===== src/rtl/ppl_fetch_ctl_if.sv =====
// Fetch-stage bundle: fetch PC register link, redirect, instruction memory
// handshake and the decode-side instruction stream.
interface ppl_fetch_ctl_if;
    logic [31:0] pcF;
    logic [31:0] pcNext;
    logic        pcContinue;
    logic        redirect;
    logic [31:0] redirectPc;
    logic        imemReq;
    logic [31:0] imemAddr;
    logic        imemGnt;
    logic        imemRvalid;
    logic [31:0] imemRdata;
    logic        stallD;
    logic        validD;
    logic [31:0] instrD;
    logic [31:0] pcD;

    modport master (
        input  pcF, redirect, redirectPc, imemGnt, imemRvalid, imemRdata, stallD,
        output pcNext, pcContinue, imemReq, imemAddr, validD, instrD, pcD
    );

    modport slave (
        output pcF, redirect, redirectPc, imemGnt, imemRvalid, imemRdata, stallD,
        input  pcNext, pcContinue, imemReq, imemAddr, validD, instrD, pcD
    );
endinterface


===== src/rtl/ppl_fetch_ctl.sv =====
// Instruction-fetch controller: next-PC generation, imem request/grant/response
// handshake and a small instruction queue towards decode.
//
// state | meaning
// BOOT  | first cycle after reset, step PC from reset vector to 0
// IDLE  | no fetch outstanding, waiting for a free queue slot
// REQ   | request presented, PC held until grant
// WAIT  | granted, waiting for the response
// DROP  | granted fetch was redirected away, swallow its response
module ppl_fetch_ctl #(
    parameter int          QDEPTH = 2,
    parameter logic [31:0] NOP    = 32'h00000000
) (
    input  logic clk,
    input  logic reset,
    ppl_fetch_ctl_if.master bus
);
    localparam int PW = (QDEPTH > 2) ? 2 : 1;
    localparam int CW = PW + 1;

    typedef enum logic [2:0] {BOOT, IDLE, REQ, WAIT, DROP} state_t;

    state_t        state_q, state_d;
    logic [CW-1:0] count_q, count_d;
    logic [PW-1:0] wr_ptr_q, wr_ptr_d;
    logic [PW-1:0] rd_ptr_q, rd_ptr_d;
    logic [31:0]   req_pc_q, req_pc_d;
    logic [31:0]   instr_mem_q [QDEPTH];
    logic [31:0]   pc_mem_q    [QDEPTH];

    logic        valid;
    logic        push;
    logic        pop;
    logic        pc_continue;
    logic        imem_req;
    logic [31:0] pc_next;

    assign valid = (count_q != '0);
    assign pop   = valid && !bus.stallD && !bus.redirect;

    always_comb begin
        state_d     = state_q;
        count_d     = count_q;
        wr_ptr_d    = wr_ptr_q;
        rd_ptr_d    = rd_ptr_q;
        req_pc_d    = req_pc_q;
        push        = 1'b0;
        pc_continue = 1'b0;
        imem_req    = 1'b0;
        pc_next     = bus.pcF + 32'd4;

        case (state_q)
            BOOT: begin
                pc_continue = 1'b1;
                state_d     = IDLE;
            end
            IDLE: begin
                if (int'(count_q) - int'(pop) < QDEPTH) state_d = REQ;
            end
            REQ: begin
                imem_req = 1'b1;
                if (bus.imemGnt) begin
                    pc_continue = 1'b1;
                    req_pc_d    = bus.pcF;
                    state_d     = WAIT;
                end
            end
            WAIT: begin
                if (bus.imemRvalid) begin
                    push = 1'b1;
                    // the slot this response lands in was reserved on entry to REQ
                    if (int'(count_q) + 1 - int'(pop) < QDEPTH) state_d = REQ;
                    else                                       state_d = IDLE;
                end
            end
            DROP: begin
                if (bus.imemRvalid) state_d = IDLE;
            end
            default: state_d = IDLE;
        endcase

        if (bus.redirect) begin
            pc_continue = 1'b1;
            pc_next     = bus.redirectPc;
            push        = 1'b0;
            count_d     = '0;
            wr_ptr_d    = '0;
            rd_ptr_d    = '0;
            case (state_q)
                REQ:     state_d = bus.imemGnt    ? DROP : IDLE;
                WAIT:    state_d = bus.imemRvalid ? IDLE : DROP;
                DROP:    state_d = bus.imemRvalid ? IDLE : DROP;
                default: state_d = IDLE;
            endcase
        end else begin
            if (push) wr_ptr_d = wr_ptr_q + PW'(1);
            if (pop)  rd_ptr_d = rd_ptr_q + PW'(1);
            count_d = count_q + CW'(push) - CW'(pop);
        end
    end

    always_ff @(posedge clk or negedge reset) begin
        if (!reset) begin
            state_q  <= BOOT;
            count_q  <= '0;
            wr_ptr_q <= '0;
            rd_ptr_q <= '0;
            req_pc_q <= '0;
            for (int i = 0; i < QDEPTH; i++) begin
                instr_mem_q[i] <= NOP;
                pc_mem_q[i]    <= '0;
            end
        end else begin
            state_q  <= state_d;
            count_q  <= count_d;
            wr_ptr_q <= wr_ptr_d;
            rd_ptr_q <= rd_ptr_d;
            req_pc_q <= req_pc_d;
            if (push) begin
                instr_mem_q[wr_ptr_q] <= bus.imemRdata;
                pc_mem_q[wr_ptr_q]    <= req_pc_q;
            end
        end
    end

    // BOOT is the reset state, so gate its PC load while reset is held
    assign bus.pcNext     = pc_next;
    assign bus.pcContinue = pc_continue & reset;
    assign bus.imemReq    = imem_req & reset;
    assign bus.imemAddr   = bus.pcF;
    assign bus.validD     = valid;
    assign bus.instrD     = valid ? instr_mem_q[rd_ptr_q] : NOP;
    assign bus.pcD        = valid ? pc_mem_q[rd_ptr_q] : 32'd0;
endmodule

===== src/flat_wrapper.sv =====
// flat-port wrapper written by rule: the top's interface ports become plain ports
module ppl_fetch_ctl_flat 
#(
    parameter int          QDEPTH = 2,
    parameter logic [31:0] NOP    = 32'h00000000
)
  (clk, reset, bus_pcF, bus_redirect, bus_redirectPc, bus_imemGnt, bus_imemRvalid, bus_imemRdata, bus_stallD, bus_pcNext, bus_pcContinue, bus_imemReq, bus_imemAddr, bus_validD, bus_instrD, bus_pcD);
  ppl_fetch_ctl_if bus_i ();
  input  logic clk;
  input  logic reset;
  input wire logic [$bits(bus_i.pcF)-1:0] bus_pcF;
  input wire logic [$bits(bus_i.redirect)-1:0] bus_redirect;
  input wire logic [$bits(bus_i.redirectPc)-1:0] bus_redirectPc;
  input wire logic [$bits(bus_i.imemGnt)-1:0] bus_imemGnt;
  input wire logic [$bits(bus_i.imemRvalid)-1:0] bus_imemRvalid;
  input wire logic [$bits(bus_i.imemRdata)-1:0] bus_imemRdata;
  input wire logic [$bits(bus_i.stallD)-1:0] bus_stallD;
  output wire logic [$bits(bus_i.pcNext)-1:0] bus_pcNext;
  output wire logic [$bits(bus_i.pcContinue)-1:0] bus_pcContinue;
  output wire logic [$bits(bus_i.imemReq)-1:0] bus_imemReq;
  output wire logic [$bits(bus_i.imemAddr)-1:0] bus_imemAddr;
  output wire logic [$bits(bus_i.validD)-1:0] bus_validD;
  output wire logic [$bits(bus_i.instrD)-1:0] bus_instrD;
  output wire logic [$bits(bus_i.pcD)-1:0] bus_pcD;
  assign bus_i.pcF = bus_pcF;
  assign bus_i.redirect = bus_redirect;
  assign bus_i.redirectPc = bus_redirectPc;
  assign bus_i.imemGnt = bus_imemGnt;
  assign bus_i.imemRvalid = bus_imemRvalid;
  assign bus_i.imemRdata = bus_imemRdata;
  assign bus_i.stallD = bus_stallD;
  assign bus_pcNext = bus_i.pcNext;
  assign bus_pcContinue = bus_i.pcContinue;
  assign bus_imemReq = bus_i.imemReq;
  assign bus_imemAddr = bus_i.imemAddr;
  assign bus_validD = bus_i.validD;
  assign bus_instrD = bus_i.instrD;
  assign bus_pcD = bus_i.pcD;
  ppl_fetch_ctl #(.QDEPTH(QDEPTH), .NOP(NOP)) u_core (.clk(clk), .reset(reset), .bus(bus_i));
endmodule

===== config.mk =====
export PLATFORM = sky130hd
export DESIGN_NAME = ppl_fetch_ctl_flat
export DESIGN_NICKNAME = d
export VERILOG_FILES = /design/src/rtl/ppl_fetch_ctl_if.sv /design/src/rtl/ppl_fetch_ctl.sv /design/src/flat_wrapper.sv
export SDC_FILE = /design/constraint.sdc
export NUM_CORES = 1
export LEC_CHECK = 0
export CORE_AREA = 2 2 137 139
export DETAILED_ROUTE_END_ITERATION = 8
export DIE_AREA = 0 0 139 141
export PLACE_DENSITY = 0.86
export SYNTH_ARGS = -nofsm -noshare
export SYNTH_HDL_FRONTEND = slang
export SYNTH_SLANG_ARGS = --single-unit

===== constraint.sdc =====
create_clock -name clk -period 3.6 [get_ports clk]
set_input_delay 0.54 -clock clk [delete_from_list [all_inputs] [get_ports clk]]
set_output_delay 0.54 -clock clk [all_outputs]
set_load 0.01 [all_outputs]

==> impl_metrics.env, run 1 <==
export IMPL_synth_seq_cells=167
export IMPL_power_switching_fraction_pct=30.66
export IMPL_leakage_nw=4.949
export IMPL_crit_path_max_incr_delay_ns=0.55
export IMPL_clk_pin_slew_worst_paths_ns=0.06
export IMPL_antenna_found_initial=2
export IMPL_global_route_overflow_total=0
export IMPL_vias_per_cell=5.432
export IMPL_area_enclosed_by_the_die_boundary_sq_um=19600
export IMPL_drtPass1Iterations=4
export IMPL_crit_path_frequent_cell="sky130_fd_sc_hd__clkdlybuf4s50_1"
export IMPL_mappedNetlistArea_sq_um=8738
export IMPL_synth_warnings=0
export IMPL_min_period_ns=3.496
export IMPL_r2r_worst_path_cells=10
export IMPL_portBuffers=232
export IMPL_fin_ws_ns=0.1036
export IMPL_worstSetupEndpointType="output pin"
export IMPL_synth_most_common_cell="sky130_fd_sc_hd__dfrtp_1"
export IMPL_place_worst_setup_slack_ns=-0.01145
export IMPL_first_global_vias=6779
export IMPL_dp_final_hpwl_mm=15.89
export IMPL_width_of_the_die_microns=139
export IMPL_drcViolationCount=0
export IMPL_clkLatencyLatePin_ns=0.42
export IMPL_io_pins=233
export IMPL_synth_area_leaders="sky130_fd_sc_hd__dfrtp_1 48%, sky130_fd_sc_hd__mux2_2 20%, sky130_fd_sc_hd__mux2i_1 7.3%, sky130_fd_sc_hd__nor2_1 3.6%, sky130_fd_sc_hd__buf_4 2.9%"
export IMPL_worstPathCellList="clkdlybuf4s50_1 > and4_1 > nand4_1 > or4_1 > a31oi_1 > clkdlybuf4s50_1"
export IMPL_hold_path_startpoint="u_core.pc_mem_q[38]"
export IMPL_netlist_area_leader_share_pct=47.82
export IMPL_power_frac_comb_pct=34.4
export IMPL_worst_clock_skew_ns=0.006082
export IMPL_yosys_area_top_type="sky130_fd_sc_hd__dfrtp_1"
export IMPL_tritoncts="built"
export IMPL_wl_per_cell_microns=18.57
export IMPL_synth_nets=849
export IMPL_power_switching_mw=2.384
export IMPL_detail_route_iter0_violations=355
export IMPL_worst_slew_pin_transition_ns=0.8523
export IMPL_finalMaxSlewViolations=0
export IMPL_pwr_share_seq_pct=41.9
export IMPL_cts_made_buffers=17
export IMPL_power_ir_vdd_worst_v=0.0003382
export IMPL_power_report_internal_total_mw=5.392
export IMPL_syn_to_final_growth_pct=35.68
export IMPL_globalplace_congestion=0.8798
export IMPL_grt_util_all_layers_pct=22.92
export IMPL_crit_type="in2out"
export IMPL_clockRootBuffer="sky130_fd_sc_hd__clkbuf_16"
export IMPL_r2r_setup_slack_ns=0.57
export IMPL_cell_depth_of_the_worst_min_delay_path=1
export IMPL_global_route_wire_length_before_repair_mm=35.74
export IMPL_start_kind="primary input"
export IMPL_part_of_the_cycle_the_worst_path_needs_pct=97.12
export IMPL_detail_route_antenna_nets=0
export IMPL_floorplan_initialDensity_pct=47.84
export IMPL_synth_cell_types=49
export IMPL_whs_endpoint="u_core.pc_mem_q[38]"
export IMPL_netlist_instances=736
export IMPL_maxCapViolCount=0
export IMPL_rr_endpoint="u_core.state_q[0]"
export IMPL_setup_tns_ns=0
export IMPL_rsz0062_at_grt="no"
export IMPL_critPathRequiredTime_ns=3.06
export IMPL_ys_flop_type="sky130_fd_sc_hd__dfrtp_1"
export IMPL_run_status="completed"
export IMPL_row_count=50
export IMPL_report_final_hold_viol_count=0
export IMPL_detail_route_wirelength_mm=22.50
export IMPL_synth_edf_count=0
export IMPL_hold_path_class="reg2reg"
export IMPL_chipHeight_microns=141
export IMPL_ys_top_cells_by_count="167 x sky130_fd_sc_hd__dfrtp_1, 159 x sky130_fd_sc_hd__mux2_2, 83 x sky130_fd_sc_hd__nor2_1"
export IMPL_cts_max_level=4
export IMPL_crit_path_max_fanout=5
export IMPL_worst_path_max_delay_cell="sky130_fd_sc_hd__clkdlybuf4s50_1"
export IMPL_syn_avg_cell_area_sq_um=11.87
export IMPL_seq_area_frac_synth_pct=47.82
export IMPL_timing_critical_path_arrival_ns=2.96
export IMPL_report_final_setup_viol=0
export IMPL_crit_reg2reg_launch="u_core.count_q[0]"
export IMPL_dr_total_vias=6583
export IMPL_fraction_of_registers_with_async_set_or_reset_after_synthesis_pct=100.0
export IMPL_cts_num_sinks=167
export IMPL_drive_above_1_share_pct=26.10
export IMPL_timing_fmax_mhz=286.0
export IMPL_cellPowerDensity_nw_per_um2=655.9
export IMPL_clk_path_buf_depth=2
export IMPL_slew_headroom_pct=43.18
export IMPL_grt_max_degree=71
export IMPL_p_clk_share_pct=23.7
export IMPL_design_core_area_sq_um=18270
export IMPL_fin_nets=1077
## power by group through the flow
stage	Sequential (mW)	Clock, mW	Combinational [mW]
3_5_place_dp	3.28	0	2.69
6_report	3.26	1.84	2.68
4_1_cts	3.26	1.88	2.71
2_1_floorplan	3.04	0	1.81
5_1_grt	3.37	1.96	2.91
3_3_place_gp	3.22	0	2.61
## per-layer routing
layer	GRT usage [%]	up-vias	routed length (microns)
li1	-	3046	-
met1	28.74	3272	9341
met2	39.20	231	11160
met3	4.857	32	1527
met4	8.719	2	457
met5	0	-	13
## critical path, delay by kind of cell
family | cells | cell delay (ns)
AND/OR/NAND/NOR | 3 | 1.19
buffers and inverters | 2 | 1.05
AO/OA/AOI/OAI | 1 | 0.17
## kinds of logic after synthesis
family          after synthesis  share of synthesized area [%]
mux                         228                          28.59
simple gates                169                          9.651
xor+xnor                     12                          1.203
flops                       167                          47.82
fa+ha+maj                    11                          1.661
compound gates               58                          4.224
buf+inv                      91                          6.844
## sequential cells by signal (all words and copies together), names as in the netlist
name	count
u_core.count_q	2
u_core.wr_ptr_q	1
u_core.rd_ptr_q	1
u_core.instr_mem_q	64
u_core.pc_mem_q	64
u_core.state_q	3
u_core.req_pc_q	32
## worst max path at each step
stage	start	endpoint	slack (ns)	cells after the start
3_5_place_dp	bus_pcF[2]	bus_pcNext[20]	-0.01	7
3_3_place_gp	bus_pcF[2]	bus_pcNext[20]	0.03	7
2_1_floorplan	bus_redirect	u_core.state_q[0]	0.84	10
4_1_cts	bus_pcF[2]	bus_pcNext[20]	0.002	7
5_1_grt	bus_pcF[2]	bus_pcNext[25]	0.003	7
6_report	bus_pcF[2]	bus_pcNext[31]	0.10	6
## timing repair
item,4_1_cts,5_1_grt
gates cloned,0,1
hold buffers,1,0
setup endpoints to repair,1,11
pin swaps,1,4
endpoints found under the hold margin,18,0
buffers inserted,0,4
gates resized for setup,0,4
## cells in the final DEF (no fill, tap or decap), types with 2 or more instances in the layout
cell type / Yosys / routed
sky130_fd_sc_hd__or3_1: 7 / 7
sky130_fd_sc_hd__o31ai_1: 9 / 9
sky130_fd_sc_hd__and3_2: 1 / 2
sky130_fd_sc_hd__mux2i_1: 64 / 64
sky130_fd_sc_hd__nand2b_1: 5 / 5
sky130_fd_sc_hd__xor2_1: 9 / 9
sky130_fd_sc_hd__inv_1: 15 / 15
sky130_fd_sc_hd__o31a_1: 2 / 2
sky130_fd_sc_hd__and4_1: 3 / 3
sky130_fd_sc_hd__mux2_2: 159 / 159
sky130_fd_sc_hd__dfrtp_1: 167 / 166
sky130_fd_sc_hd__nand3_1: 11 / 11
sky130_fd_sc_hd__ha_1: 10 / 9
sky130_fd_sc_hd__clkbuf_16: 0 / 17
sky130_fd_sc_hd__nand2_1: 23 / 23
sky130_fd_sc_hd__clkdlybuf4s50_1: 0 / 231
sky130_fd_sc_hd__xnor2_1: 3 / 3
sky130_fd_sc_hd__mux2_1: 4 / 4
sky130_fd_sc_hd__clkbuf_1: 13 / 4
sky130_fd_sc_hd__nand4_1: 10 / 10
sky130_fd_sc_hd__inv_6: 0 / 2
sky130_fd_sc_hd__a31oi_1: 16 / 16
sky130_fd_sc_hd__o21ai_0: 20 / 20
sky130_fd_sc_hd__or4_1: 10 / 10
sky130_fd_sc_hd__clkinv_4: 0 / 2
sky130_fd_sc_hd__clkinvlp_4: 0 / 2
sky130_fd_sc_hd__a21boi_0: 2 / 2
sky130_fd_sc_hd__bufinv_16: 0 / 3
sky130_fd_sc_hd__nor2_1: 83 / 83
sky130_fd_sc_hd__a211oi_1: 3 / 3
sky130_fd_sc_hd__buf_4: 34 / 50
## area by class of cell
type | instances | area, sq um
Fill cell | 1424 | 6411
Sequential cell | 167 | 4183
Multi-Input combinational cell | 479 | 3994
Timing Repair Buffer | 284 | 2729
Clock buffer | 22 | 454.2
Tap cell | 234 | 292.8
Clock inverter | 10 | 145.1
Inverter | 15 | 56.30
Antenna cell | 1 | 2.502
## stage by stage
stage / power [mW] / hold WS (ns) / instance area (sq um) / util (%) / std cells
5_1_grt: 8.237 / 0.5040 / 11860 / 64.90 / 1212
2_1_floorplan: 4.845 / 0.2444 / 8738 / - / 736
3_3_place_gp: 5.832 / 0.4435 / 11190 / 61.28 / 1173
4_1_cts: 7.841 / 0.4952 / 11800 / 64.62 / 1206
3_5_place_dp: 5.975 / 0.4446 / 11190 / 61.28 / 1173
6_report: 7.776 / 0.4908 / 11860 / 64.90 / 1212
Note: power is estimated with default switching activity, not from simulation.
==> run 2, diff against run 1 <==
--- a/config.mk
+++ b/config.mk
@@ -5,10 +5,10 @@
 export SDC_FILE = /design/constraint.sdc
 export NUM_CORES = 1
 export LEC_CHECK = 0
-export CORE_AREA = 2 2 137 139
+export CORE_AREA = 5 5 140 142
 export DETAILED_ROUTE_END_ITERATION = 8
-export DIE_AREA = 0 0 139 141
-export PLACE_DENSITY = 0.86
+export DIE_AREA = 0 0 145 147
+export PLACE_DENSITY = 0.8
 export SYNTH_ARGS = -nofsm -noshare
 export SYNTH_HDL_FRONTEND = slang
 export SYNTH_SLANG_ARGS = --single-unit
==> run 2 against run 1 <==
Compared with the run above: die area grew 8.8%; first-iteration DRC count down 34%; hold slack is essentially flat; non-clock buffer count is 5 higher; wire length up 0.24%; largest cell class unchanged; sequential power is essentially flat; setup slack worse by 0.013 ns; sequential share of layout area barely moved; cell count grew 0.33%; via count increased by 0.38%.
==> impl_metrics.env, run 2 (synthesis gave the netlist of run 1 again) <==
export IMPL_tritoncts="built"
export IMPL_start_kind="primary input"
export IMPL_wl_per_cell_microns=18.55
export IMPL_finalMaxSlewViolations=0
export IMPL_critPathRequiredTime_ns=3.06
export IMPL_leakage_nw=4.994
export IMPL_detail_route_wirelength_mm=22.56
export IMPL_setup_tns_ns=0
export IMPL_first_global_vias=6769
export IMPL_drcViolationCount=0
export IMPL_report_final_hold_viol_count=0
export IMPL_crit_path_frequent_cell="sky130_fd_sc_hd__clkdlybuf4s50_1"
export IMPL_maxCapViolCount=0
export IMPL_fin_ws_ns=0.09021
export IMPL_worst_hold_slack_ns=0.4907
export IMPL_worst_slew_pin_transition_ns=0.8491
export IMPL_design_core_area_sq_um=18330
export IMPL_cts_made_buffers=17
export IMPL_drtPass1Iterations=5
export IMPL_drive_above_1_share_pct=26.88
export IMPL_syn_to_final_growth_pct=35.87
export IMPL_portBuffers=232
export IMPL_antennaDiodeCount=0
export IMPL_clk_pin_slew_worst_paths_ns=0.07
export IMPL_worstSetupEndpointType="output pin"
export IMPL_dp_final_hpwl_mm=15.96
export IMPL_dr_total_vias=6608
export IMPL_timing_critical_path_depth=7
export IMPL_r2r_setup_slack_ns=1.10
export IMPL_worst_setup_path_endpoint="bus_pcNext[21]"
export IMPL_min_period_ns=3.510
export IMPL_vias_per_cell=5.434
export IMPL_globalplace_congestion=0.8545
export IMPL_worst_path_max_delay_cell="sky130_fd_sc_hd__clkdlybuf4s50_1"
export IMPL_critical_path_top_delay_family="buffers and inverters"
export IMPL_place_worst_setup_slack_ns=0.01929
export IMPL_run_status="completed"
export IMPL_crit_type="in2out"
export IMPL_hold_path_class="reg2reg"
export IMPL_report_final_setup_viol=0
export IMPL_top_regs="u_core.instr_mem_q x64, u_core.pc_mem_q x64, u_core.req_pc_q x32"
export IMPL_row_count=50
export IMPL_detail_route_antenna_nets=0
export IMPL_grt_util_all_layers_pct=20.66
export IMPL_crit_path_from="bus_pcF[4]"
export IMPL_clockRootBuffer="sky130_fd_sc_hd__clkbuf_16"
export IMPL_power_ir_vdd_worst_v=0.0006403
export IMPL_cts_num_sinks=167
export IMPL_layout_cells_most_common="sky130_fd_sc_hd__clkdlybuf4s50_1"
export IMPL_slew_headroom_pct=43.39
export IMPL_r2r_worst_path_cells=10
export IMPL_chipHeight_microns=147
export IMPL_grt_max_degree=69
export IMPL_path_buf_inv=3
export IMPL_timing_critical_path_arrival_ns=2.97
export IMPL_detail_route_iter0_violations=236
export IMPL_commonest_cells_after_routing_fill_and_taps_aside="229 x sky130_fd_sc_hd__clkdlybuf4s50_1, 166 x sky130_fd_sc_hd__dfrtp_1, 159 x sky130_fd_sc_hd__mux2_2"
export IMPL_antenna_found_initial=0
export IMPL_clk_path_buf_depth=2
export IMPL_part_of_the_cycle_the_worst_path_needs_pct=97.49
export IMPL_global_route_wire_length_before_repair_mm=35.63
export IMPL_finalCoreUtilization_pct=64.77
export IMPL_clkLatencyLatePin_ns=0.42
export IMPL_rr_endpoint="u_core.state_q[0]"
export IMPL_width_of_the_die_microns=145
export IMPL_worstPathCellList="clkdlybuf4s50_1 > and4_1 > buf_4 > nand2_1 > or3_2 > a31oi_1 > clkdlybuf4s50_1"
export IMPL_rsz0062_at_grt="no"
export IMPL_crit_path_max_incr_delay_ns=0.55
export IMPL_crit_path_max_fanout=6
export IMPL_worst_clock_skew_ns=0.009543
export IMPL_crit_reg2reg_launch="u_core.count_q[0]"
export IMPL_timing_fmax_mhz=284.9
export IMPL_cellPowerDensity_nw_per_um2=649.3
export IMPL_floorplan_initialDensity_pct=47.67
export IMPL_cell_depth_of_the_worst_min_delay_path=1
export IMPL_area_enclosed_by_the_die_boundary_sq_um=21320
export IMPL_io_pins=233
export IMPL_global_route_overflow_total=0
export IMPL_cts_max_level=4
export IMPL_fin_nets=1082
[run 2: changes by cell type in the layout (fill, tap and decap cells not counted), sizes merged]
cell,previous run,this run
clkdlybuf4s50,231,229
buf,52,57
dlymetal6s2s,0,2
inv,17,21
bufinv,3,1
clkbuf,22,18
diode,1,0
clkinv,3,5
[run 2: how the worst min path moves through the flow]
| stage | end | start | slack (ns) |
|---|---|---|---|
| CTS | u_core.pc_mem_q[37] | u_core.pc_mem_q[37] | 0.49 |
| floorplan | u_core.count_q[0] | reset | 0.24 |
| global route | u_core.instr_mem_q[59] | reset | 0.51 |
| detailed placement | u_core.instr_mem_q[59] | reset | 0.39 |
| global placement | u_core.instr_mem_q[59] | reset | 0.39 |
| finish | u_core.pc_mem_q[37] | u_core.pc_mem_q[37] | 0.49 |
[run 2: what timing repair did]
| item | 4_1_cts | 5_1_grt |
|---|---|---|
| hold buffers | 1 | 0 |
| resized for setup | 0 | 4 |
| endpoints found under the setup margin | 0 | 5 |
| hold endpoints to repair | 13 | 0 |
| buffers inserted | 0 | 2 |
[run 2: area by class of cell]
class	count	area, sq um
tap	234	292.8
clock inverter	14	141.4
inverter	15	56.30
fill	1475	6457
sequential	167	4183
multi-input combinational	479	3989
clock buffer	18	439.2
timing repair buffer	289	2771
[run 2: through the flow]
stage | total power, mW | cells | area, sq um
2_1_floorplan | 4.845 | 736 | 8738
3_3_place_gp | 5.875 | 1180 | 11250
3_5_place_dp | 5.991 | 1180 | 11250
4_1_cts | 7.798 | 1213 | 11840
5_1_grt | 8.208 | 1216 | 11870
6_report | 7.709 | 1216 | 11870
[run 2: worst reg2reg max path, stage by stage, from the launching register on]
cell and delay, ns:
sky130_fd_sc_hd__dfrtp_1 0.40, sky130_fd_sc_hd__inv_1 0.16, sky130_fd_sc_hd__ha_2 0.24, sky130_fd_sc_hd__nor3_1 0.08, sky130_fd_sc_hd__ha_1 0.23, sky130_fd_sc_hd__ha_1 0.19
sky130_fd_sc_hd__ha_1 0.16, sky130_fd_sc_hd__nand2b_1 0.15, sky130_fd_sc_hd__a211oi_1 0.23, sky130_fd_sc_hd__o21bai_1 0.09, sky130_fd_sc_hd__mux4_2 0.44
[run 2: metal layers]
metal  wire length, microns  up-vias  GRT usage (%)
li1                       -     3047              -
met1                   9541     3317          26.17
met2                  11050      224          34.50
met3                   1660       20          6.076
met4                    305        0          5.932
met5                      0        -              0
[run 2: report_power, final]
group          switching (mW)  internal [mW]  leakage (nW)
registers               0.536           2.70          2.14
logic                    1.11           1.59          2.57
clock network           0.786          0.992         0.283
total                    2.43           5.28          4.99
==> run 3, diff against run 2 <==
--- a/config.mk
+++ b/config.mk
@@ -5,10 +5,12 @@
 export SDC_FILE = /design/constraint.sdc
 export NUM_CORES = 1
 export LEC_CHECK = 0
-export CORE_AREA = 5 5 140 142
+export CELL_PAD_IN_SITES_DETAIL_PLACEMENT = 1
+export CELL_PAD_IN_SITES_GLOBAL_PLACEMENT = 2
+export CORE_AREA = 5 5 172 174
 export DETAILED_ROUTE_END_ITERATION = 8
-export DIE_AREA = 0 0 145 147
-export PLACE_DENSITY = 0.8
+export DIE_AREA = 0 0 177 179
+export PLACE_DENSITY = 0.92
 export SYNTH_ARGS = -nofsm -noshare
 export SYNTH_HDL_FRONTEND = slang
 export SYNTH_SLANG_ARGS = --single-unit
==> run 3 against run 2 <==
Compared with the run above: maximum frequency shrank 0.72%; hold slack lost 0.0093 ns; first-iteration DRC count grew 10%; critical endpoint is now bus_pcNext[20]; highest routed layer is now met5.
==> impl_metrics.env, run 3 (synthesis gave the netlist of run 1 again) <==
export IMPL_busiest_layer="met2"
export IMPL_portBuffers=232
export IMPL_power_ir_vdd_worst_v=0.0002410
export IMPL_global_route_usage_met2_pct=28.05
export IMPL_dp_final_hpwl_mm=17.56
export IMPL_clkLatencyLatePin_ns=0.41
export IMPL_finalMaxSlewViolations=0
export IMPL_r2r_setup_slack_ns=0.73
export IMPL_r2r_worst_path_cells=10
export IMPL_wl_per_cell_microns=18.47
export IMPL_area_enclosed_by_the_die_boundary_sq_um=31680
export IMPL_cts_made_buffers=17
export IMPL_power_mw=7.786
export IMPL_syn_to_final_growth_pct=37.94
export IMPL_antennaDiodeCount=0
export IMPL_antenna_found_initial=1
export IMPL_p_clk_share_pct=23.2
export IMPL_tritoncts="built"
export IMPL_chipHeight_microns=179
export IMPL_crit_path_max_incr_delay_ns=0.57
export IMPL_timing_critical_path_arrival_ns=3.00
export IMPL_crit_path_max_fanout=4
export IMPL_maxCapViolCount=0
export IMPL_pwr_share_seq_pct=42.0
export IMPL_grt_max_degree=165
export IMPL_fin_ws_ns=0.06491
export IMPL_worstSetupEndpointType="output pin"
export IMPL_fillCellCount=2988
export IMPL_dr_total_vias=6494
export IMPL_detail_route_antenna_nets=0
export IMPL_design_core_area_sq_um=27630
export IMPL_top_regs="u_core.instr_mem_q x64, u_core.pc_mem_q x64, u_core.req_pc_q x32"
export IMPL_min_period_ns=3.535
export IMPL_part_of_the_cycle_the_worst_path_needs_pct=98.20
export IMPL_clk_path_buf_depth=2
export IMPL_global_route_overflow_total=0
export IMPL_clockRootBuffer="sky130_fd_sc_hd__clkbuf_16"
export IMPL_hold_path_class="in2async"
export IMPL_global_route_wire_length_before_repair_mm=39.32
export IMPL_drtPass1Iterations=4
export IMPL_cts_num_sinks=167
export IMPL_commonest_cells_after_routing_fill_and_taps_aside="231 x sky130_fd_sc_hd__clkdlybuf4s50_1, 166 x sky130_fd_sc_hd__dfrtp_1, 159 x sky130_fd_sc_hd__mux2_2"
export IMPL_worst_hold_slack_ns=0.4814
export IMPL_io_pins=233
export IMPL_leakage_nw=4.938
export IMPL_power_frac_comb_pct=34.8
export IMPL_crit_path_frequent_cell="sky130_fd_sc_hd__clkdlybuf4s50_1"
export IMPL_met1_usage_pct=19.18
export IMPL_m3_gr_usage_pct=3.712
export IMPL_power_switching_fraction_pct=31.83
export IMPL_power_switching_mw=2.478
export IMPL_worst_slew_pin_transition_ns=1.096
export IMPL_report_final_hold_viol_count=0
export IMPL_width_of_the_die_microns=177
export IMPL_critPathRequiredTime_ns=3.06
export IMPL_worstPathCellList="clkdlybuf4s50_1 > ha_1 > and3_4 > nand4_1 > or4_1 > a31oi_1 > clkdlybuf4s50_1"
export IMPL_grt_util_all_layers_pct=15.78
export IMPL_globalplace_congestion=0.7728
export IMPL_first_global_vias=7130
export IMPL_critical_path_top_delay_family="buffers and inverters"
export IMPL_path_buf_inv=2
export IMPL_cellPowerDensity_nw_per_um2=645.9
export IMPL_vias_per_cell=4.796
export IMPL_power_report_internal_total_mw=5.308
export IMPL_detail_route_wirelength_mm=25.01
export IMPL_clk_pin_slew_worst_paths_ns=0.07
export IMPL_drcViolationCount=0
export IMPL_crit_type="in2out"
export IMPL_row_count=61
export IMPL_report_final_setup_viol=0
export IMPL_detail_route_iter0_violations=260
export IMPL_cts_max_level=4
export IMPL_rr_endpoint="u_core.state_q[0]"
export IMPL_fin_nets=1076
export IMPL_slew_headroom_pct=26.92
export IMPL_layout_cells_most_common="sky130_fd_sc_hd__clkdlybuf4s50_1"
export IMPL_floorplan_initialDensity_pct=31.63
export IMPL_start_kind="primary input"
export IMPL_worst_path_max_delay_cell="sky130_fd_sc_hd__clkdlybuf4s50_1"
export IMPL_run_status="completed"
export IMPL_timing_fmax_mhz=282.9
export IMPL_place_worst_setup_slack_ns=0.02242
export IMPL_crit_reg2reg_launch="u_core.count_q[0]"
export IMPL_worst_clock_skew_ns=0.01180
export IMPL_drive_above_1_share_pct=26.43
==> run 3: cell count changes in the layout (fill, tap and decap cells not counted), sizes merged <==
cell	change
buf	-5
clkbuf	+3
clkdlybuf4s50	+2
clkinv	-1
clkinvlp	+1
dlymetal6s2s	-2
inv	-3
nand4	-1
==> run 3: power by group through the flow <==
| stage | registers (mW) | logic, mW | clock network [mW] |
|---|---|---|---|
| floorplan | 3.04 | 1.81 | 0 |
| global placement | 3.24 | 2.68 | 0 |
| detailed placement | 3.32 | 2.77 | 0 |
| CTS | 3.28 | 2.77 | 1.86 |
| global route | 3.39 | 3.00 | 1.94 |
| finish | 3.27 | 2.71 | 1.81 |
==> run 3: worst max path at each step <==
stage	start	endpoint	slack, ns	cells after the start
global route	bus_pcF[2]	bus_pcNext[20]	-0.01	7
floorplan	bus_redirect	u_core.state_q[0]	0.84	10
finish	bus_pcF[2]	bus_pcNext[20]	0.06	7
CTS	bus_pcF[6]	bus_pcNext[20]	0.02	7
global placement	bus_pcF[3]	bus_pcNext[20]	0.06	7
detailed placement	bus_pcF[6]	bus_pcNext[20]	0.02	7
==> run 3: worst reg2reg max path: stages, from the launching register on <==
cell	delay (ns)
sky130_fd_sc_hd__dfrtp_1	0.41
sky130_fd_sc_hd__inv_1	0.20
sky130_fd_sc_hd__ha_4	0.42
sky130_fd_sc_hd__nor3_1	0.15
sky130_fd_sc_hd__ha_1	0.25
sky130_fd_sc_hd__ha_1	0.19
sky130_fd_sc_hd__ha_1	0.17
sky130_fd_sc_hd__nand2b_1	0.16
sky130_fd_sc_hd__a211oi_1	0.23
sky130_fd_sc_hd__o21bai_1	0.12
sky130_fd_sc_hd__mux4_2	0.46
==> run 3: timing repair <==
item | 4_1_cts | 5_1_grt
setup buffers | 0 | 6
resized for setup | 0 | 4
endpoints found under the hold margin | 3 | 0
hold buffers | 1 | 0
endpoints found under the setup margin | 0 | 9
==> run 3: area by class of cell <==
cell class,count,area [sq um],area share [%]
tap,378,473.0,3.924
inverter,15,56.30,0.4671
multi-input combinational,478,3991,33.11
clock buffer,21,470.5,3.903
clock inverter,11,113.9,0.9446
timing repair buffer,284,2766,22.95
sequential,167,4183,34.70
==> run 3: metal layers <==
layer | share of wire (%) | vias to the layer above
li1 | - | 3020
met1 | 43 | 3299
met2 | 50 | 152
met3 | 5.5 | 21
met4 | 1.6 | 2
met5 | 0.028 | -
==> run 3: metrics by stage <==
stage	area (sq um)	utilization (%)	TNS (ns)	cells
6_report	12050	43.63	0	1354
5_1_grt	12050	43.63	-0.01783	1354
4_1_cts	12000	43.44	0	1348
3_5_place_dp	11410	41.29	0	1315
3_3_place_gp	11410	41.29	0	1315
2_1_floorplan	8738	-	0	736
